`src/rtl/tinyalu_pkg.sv`:
```
// tinyalu_pkg: shared opcode and FSM state types for the parametrised tiny ALU.
package tinyalu_pkg;
  typedef enum logic [2:0] {OP_NOP, OP_ADD, OP_AND, OP_XOR, OP_MUL, OP_SUB, OP_IL6, OP_IL7} op_e;
  typedef enum logic {S_IDLE, S_MULT} state_e;
endpackage

```
`src/rtl/tinyalu_mult_p.sv`:
```
// tinyalu_mult_p: latched-operand multiplier whose down-counter times the multi-cycle multiply.
module tinyalu_mult_p #(
  parameter int WIDTH    = 8,
  parameter int MULT_LAT = 3
) (
  input  logic               clk,
  input  logic               reset_n,
  input  logic               load,
  input  logic [WIDTH-1:0]   a,
  input  logic [WIDTH-1:0]   b,
  output logic [2*WIDTH-1:0] product,
  output logic               mult_done
);
  localparam int CW = $clog2(MULT_LAT + 1);
  logic [WIDTH-1:0] a_q, b_q;
  logic [CW-1:0] cnt;
  logic [2*WIDTH-1:0] ma, mb;
  // Bypass the operand registers on load so a one-cycle multiply sees the live operands.
  assign ma = {{WIDTH{1'b0}}, load ? a : a_q};
  assign mb = {{WIDTH{1'b0}}, load ? b : b_q};
  assign product = ma * mb;
  assign mult_done = cnt == CW'(1);
  always_ff @(posedge clk or negedge reset_n) begin
    if (!reset_n) begin
      a_q <= '0;
      b_q <= '0;
      cnt <= '0;
    end else if (load) begin
      a_q <= a;
      b_q <= b;
      cnt <= CW'(MULT_LAT - 1);
    end else if (cnt != '0) begin
      cnt <= cnt - CW'(1);
    end
  end
endmodule

```
`src/rtl/tinyalu_p.sv`:
```
// tinyalu_p: parametrised tiny ALU with single-cycle ops, multi-cycle multiply and registered result.
module tinyalu_p
  import tinyalu_pkg::*;
#(
  parameter int WIDTH    = 8,
  parameter int MULT_LAT = 3
) (
  input  logic               clk,
  input  logic               reset_n,
  input  logic [WIDTH-1:0]   A,
  input  logic [WIDTH-1:0]   B,
  input  logic [2:0]         op,
  input  logic               start,
  output logic               done,
  output logic               busy,
  output logic               err,
  output logic [2*WIDTH-1:0] result
);
  state_e state, state_n;
  op_e opc;
  logic done_n, err_n, mult_done;
  logic [2*WIDTH-1:0] result_n, product, za, zb;
  assign opc = op_e'(op);
  assign busy = state == S_MULT;
  assign za = {{WIDTH{1'b0}}, A};
  assign zb = {{WIDTH{1'b0}}, B};
  tinyalu_mult_p #(.WIDTH(WIDTH), .MULT_LAT(MULT_LAT)) u_mult (
    .clk      (clk),
    .reset_n  (reset_n),
    .load     (start && state == S_IDLE && opc == OP_MUL),
    .a        (A),
    .b        (B),
    .product  (product),
    .mult_done(mult_done)
  );
  always_comb begin
    state_n  = state;
    done_n   = 1'b0;
    err_n    = 1'b0;
    result_n = result;
    if (state == S_MULT) begin
      if (mult_done) begin
        state_n  = S_IDLE;
        done_n   = 1'b1;
        result_n = product;
      end
    end else if (start) begin
      done_n  = opc != OP_MUL || MULT_LAT == 1;
      err_n   = opc == OP_IL6 || opc == OP_IL7;
      state_n = (opc == OP_MUL && MULT_LAT > 1) ? S_MULT : S_IDLE;
      case (opc)
        OP_NOP:  result_n = result;
        OP_ADD:  result_n = za + zb;
        OP_AND:  result_n = za & zb;
        OP_XOR:  result_n = za ^ zb;
        OP_SUB:  result_n = za - zb;
        OP_MUL:  result_n = MULT_LAT == 1 ? product : result;
        default: result_n = '0;
      endcase
    end
  end
  always_ff @(posedge clk or negedge reset_n) begin
    if (!reset_n) begin
      state  <= S_IDLE;
      done   <= 1'b0;
      err    <= 1'b0;
      result <= '0;
    end else begin
      state  <= state_n;
      done   <= done_n;
      err    <= err_n;
      result <= result_n;
    end
  end
endmodule

```
`config.mk`:
```
export PLATFORM = sky130hd
export DESIGN_NAME = tinyalu_p
export DESIGN_NICKNAME = d
export VERILOG_FILES = /design/src/rtl/tinyalu_pkg.sv /design/src/rtl/tinyalu_mult_p.sv /design/src/rtl/tinyalu_p.sv
export SDC_FILE = /design/constraint.sdc
export NUM_CORES = 1
export LEC_CHECK = 0
export CAP_MARGIN = 15
export CORE_AREA = 2 2 95 119
export CTS_BUF_LIST = sky130_fd_sc_hd__clkbuf_8
export DETAILED_ROUTE_END_ITERATION = 10
export DIE_AREA = 0 0 97 121
export PLACE_DENSITY_LB_ADDON = 0.08
export RECOVER_POWER = 50
export SLEW_MARGIN = 5
export SYNTH_ARGS = -nofsm -noshare
export SYNTH_HDL_FRONTEND = slang
export SYNTH_SLANG_ARGS = --single-unit
export TNS_END_PERCENT = 100
```
`constraint.sdc`:
```
create_clock -name clk -period 6.35 [get_ports clk]
set_input_delay 0.635 -clock clk [delete_from_list [all_inputs] [get_ports clk]]
set_output_delay 0.635 -clock clk [all_outputs]
set_load 0.005 [all_outputs]
```
==> metrics.txt <==
status=complete, but fails checks; failing checks=max-capacitance violations, max-slew violations; fin cells=715; Area contributors post-synth=dfrtp_1 20%, fa_1 16%, ha_1 14%; Seq/Total Area, Yosys=0.1981; Synth async-reset ratio=1.000; Core Region=10560 µm²; Rows=42; WL met3=315 µm; CP startpoint kind=input port; count of different cell masters after synthesis=66; Top Layer Used=met4; antenna viol nets, final=0; wire length on met1=4.928 mm; Power Total=3274 µW; Final Worst Setup Slack=0.4797 ns; CTS Buf Count=5; largest net degree at the start of global routing=38; syn_nets=651; Die ar.=11740 µm²; yosys warns=0; Clk Tree Root Cell=clkbuf_8; clock share of power=0.051; Max Cap Viol=1; Setup-failing EPs final=0; IO Count=41; leakage power=0.002639 µW; routed wl met2=6.148 mm; area leader, netlist=dfrtp_1; register bit total from synthesis=37; CTS tree=yes; Max clock buf depth=2; Yosys top cell area share=0.1981; setup TNS=0 ns; CP Data Required Time=6.54 ns; Worst Setup End Kind=flop; Post-Syn Area=4673 µm²; hold_ws=0.5068 ns; final net count=696; vias in the first global route=3810; worst slew pin tran=2.037 ns; post-CTS setup buffers=0; Achievable Freq=0.1703 GHz; Reg clk slew, reported paths=0.08 ns; critical path peak fanout=23; number of diodes=0; critical path class=input port to flop; All-Layer GR Usage=0.2066; post-DR vias/cell=5.382; total gr overflow=0; R2R cell count=20; period utilization=0.9245; via count=3848; number of synthesized flops with an enable pin=0; share of cells above drive strength 1=0.1081; syn avg cell area=8.702 µm²; die width=97 µm; WL final=11.74 mm; initial cell density of the core=0.4424; detailed placement HPWL=9.948 mm; post-route clock skew=0.01286 ns; wire per inst=16.42 µm; RSZ-0062 raised after global routing=no; post-cts resize count=0; DP Worst Slack=0.2080 ns; hold depth=2; minimum clock period=5.870 ns; P_sw=1701 µW; H-tree lvl count=2; die height=121 µm; Final Hold Vio Count=0; Port-buffer cells=40; initial DRC count=187; Flop pwr share=0.123; dpl cells=707; switching share of power=0.5194; top post-synthesis cells by count=90 x nor2_1, 72 x inv_1, 54 x ha_1; Comb pwr share=0.826; initial antenna violation count=0; P&R area growth vs syn=13.90%; clk sinks=37; first-pass GRT wire length=19.24 mm; most common cell in the netlist=nor2_1; cell internal pwr=1574 µW; GP Congestion=0.8669; power density cells=615.1 nW/µm²; Rel. slew slack=-0.3582; DRT Pass-1 Iters=4; arrival time worst endpoint=6.06 ns; VDD IR max=0.0008019 V; drt drc=0; CTS hold repair buffers=0; gate count of the mapped netlist=537; Hold Crit Class=flop to flop; Final Max Slew Viols=38; Skew-Pair Late Insertion Delay=0.30 ns; predominant post-synthesis flop cell=dfrtp_1
## power by group through the flow
stage / logic, µW / clock network, µW / registers, µW
6_report: 2710 / 167 / 401
2_1_floorplan: 2020 / 0 / 404
3_3_place_gp: 2720 / 0 / 404
5_1_grt: 3120 / 180 / 415
3_5_place_dp: 2730 / 0 / 409
4_1_cts: 2760 / 170 / 404
## cells by family (layout without fill, tap and decap cells)
group           count (synthesis)  in the layout  share of synthesized area
mux                            18             18                    0.05114
xor+xnor                       10             10                    0.01874
simple gates                  168            168                     0.1655
fa+ha+maj                      92             92                     0.3074
compound gates                113            113                     0.1697
buf+inv                        99            145                    0.08942
flops                          37             37                     0.1981
## metal layers
| metal | vias up | global-route usage |
|---|---|---|
| met5 | - | 0 |
| met4 | 0 | 0.08363 |
| met3 | 19 | 0.02189 |
| met2 | 67 | 0.3681 |
| met1 | 1877 | 0.2561 |
| li1 | 1885 | - |
## stage by stage
stage          utilization  cell area (µm²)
6_report            0.5039             5323
3_5_place_dp        0.4962             5241
3_3_place_gp        0.4962             5241
2_1_floorplan            -             4673
4_1_cts             0.5044             5328
5_1_grt             0.5039             5323
## placed cells by master, fill, tap and decap left out, types with 4 or more instances in the layout
cell,n
nand2_1,36
mux2i_2,5
nand4_1,5
a21oi_1,26
nor2_1,90
buf_4,11
a31oi_1,6
a21oi_2,8
a21o_1,8
ha_1,54
nand2b_1,5
clkdlybuf4s50_1,34
nor3_1,10
inv_1,72
nor2b_1,4
o21ai_0,18
mux2i_1,8
dfrtp_1,37
inv_2,12
xnor2_1,7
clkbuf_8,5
fa_1,38
dlygate4sd3_1,5
o21ai_1,8
## final timing paths
path / from / end / slack [ns]
setup / recovery: op[1] / result[12]$_DFFE_PN0P_ / 0.48
hold / removal: result[10]$_DFFE_PN0P_ / result[10]$_DFFE_PN0P_ / 0.51
setup reg to reg: busy$_DFF_PN0_ / result[12]$_DFFE_PN0P_ / 1.04
hold reg to reg: result[10]$_DFFE_PN0P_ / result[10]$_DFFE_PN0P_ / 0.51
max in group asynchronous: reset_n / u_mult.a_q[0]$_DFF_PN0_ / 4.27
min in group asynchronous: reset_n / result[8]$_DFFE_PN0P_ / 0.90
## layout make-up
| class | count | area (µm²) |
|---|---|---|
| well taps | 132 | 165.2 |
| clock buffers | 5 | 68.82 |
| clock inverters | 3 | 17.52 |
| multi-input cells | 401 | 3329 |
| repair buffers | 53 | 500.5 |
| inverters | 84 | 315.3 |
| fillers | 1077 | 5240 |
| flip-flops and latches | 37 | 925.9 |
## sequential cells by signal, summed over array words and instances, names as in the netlist
name / flops
u_mult.b_q: 8
busy: 1
result: 16
done: 1
u_mult.a_q: 8
u_mult.cnt: 2
err: 1
## critical path, stage by stage
cell and delay, ns:
dlygate4sd3_1 0.63, nor2_8 0.18, nand4_4 0.16, buf_12 0.21, mux2i_2 0.39, inv_1 0.13
nand2_1 0.13, fa_1 0.43, fa_1 0.50, inv_1 0.06, fa_1 0.53, inv_1 0.05
fa_1 0.52, inv_1 0.04, ha_1 0.33, a2111oi_1 0.44, a21oi_2 0.08, a41oi_2 0.22
xor2_1 0.17, nor2_1 0.05, o22a_1 0.15
Power figures use the tool's default switching activity.
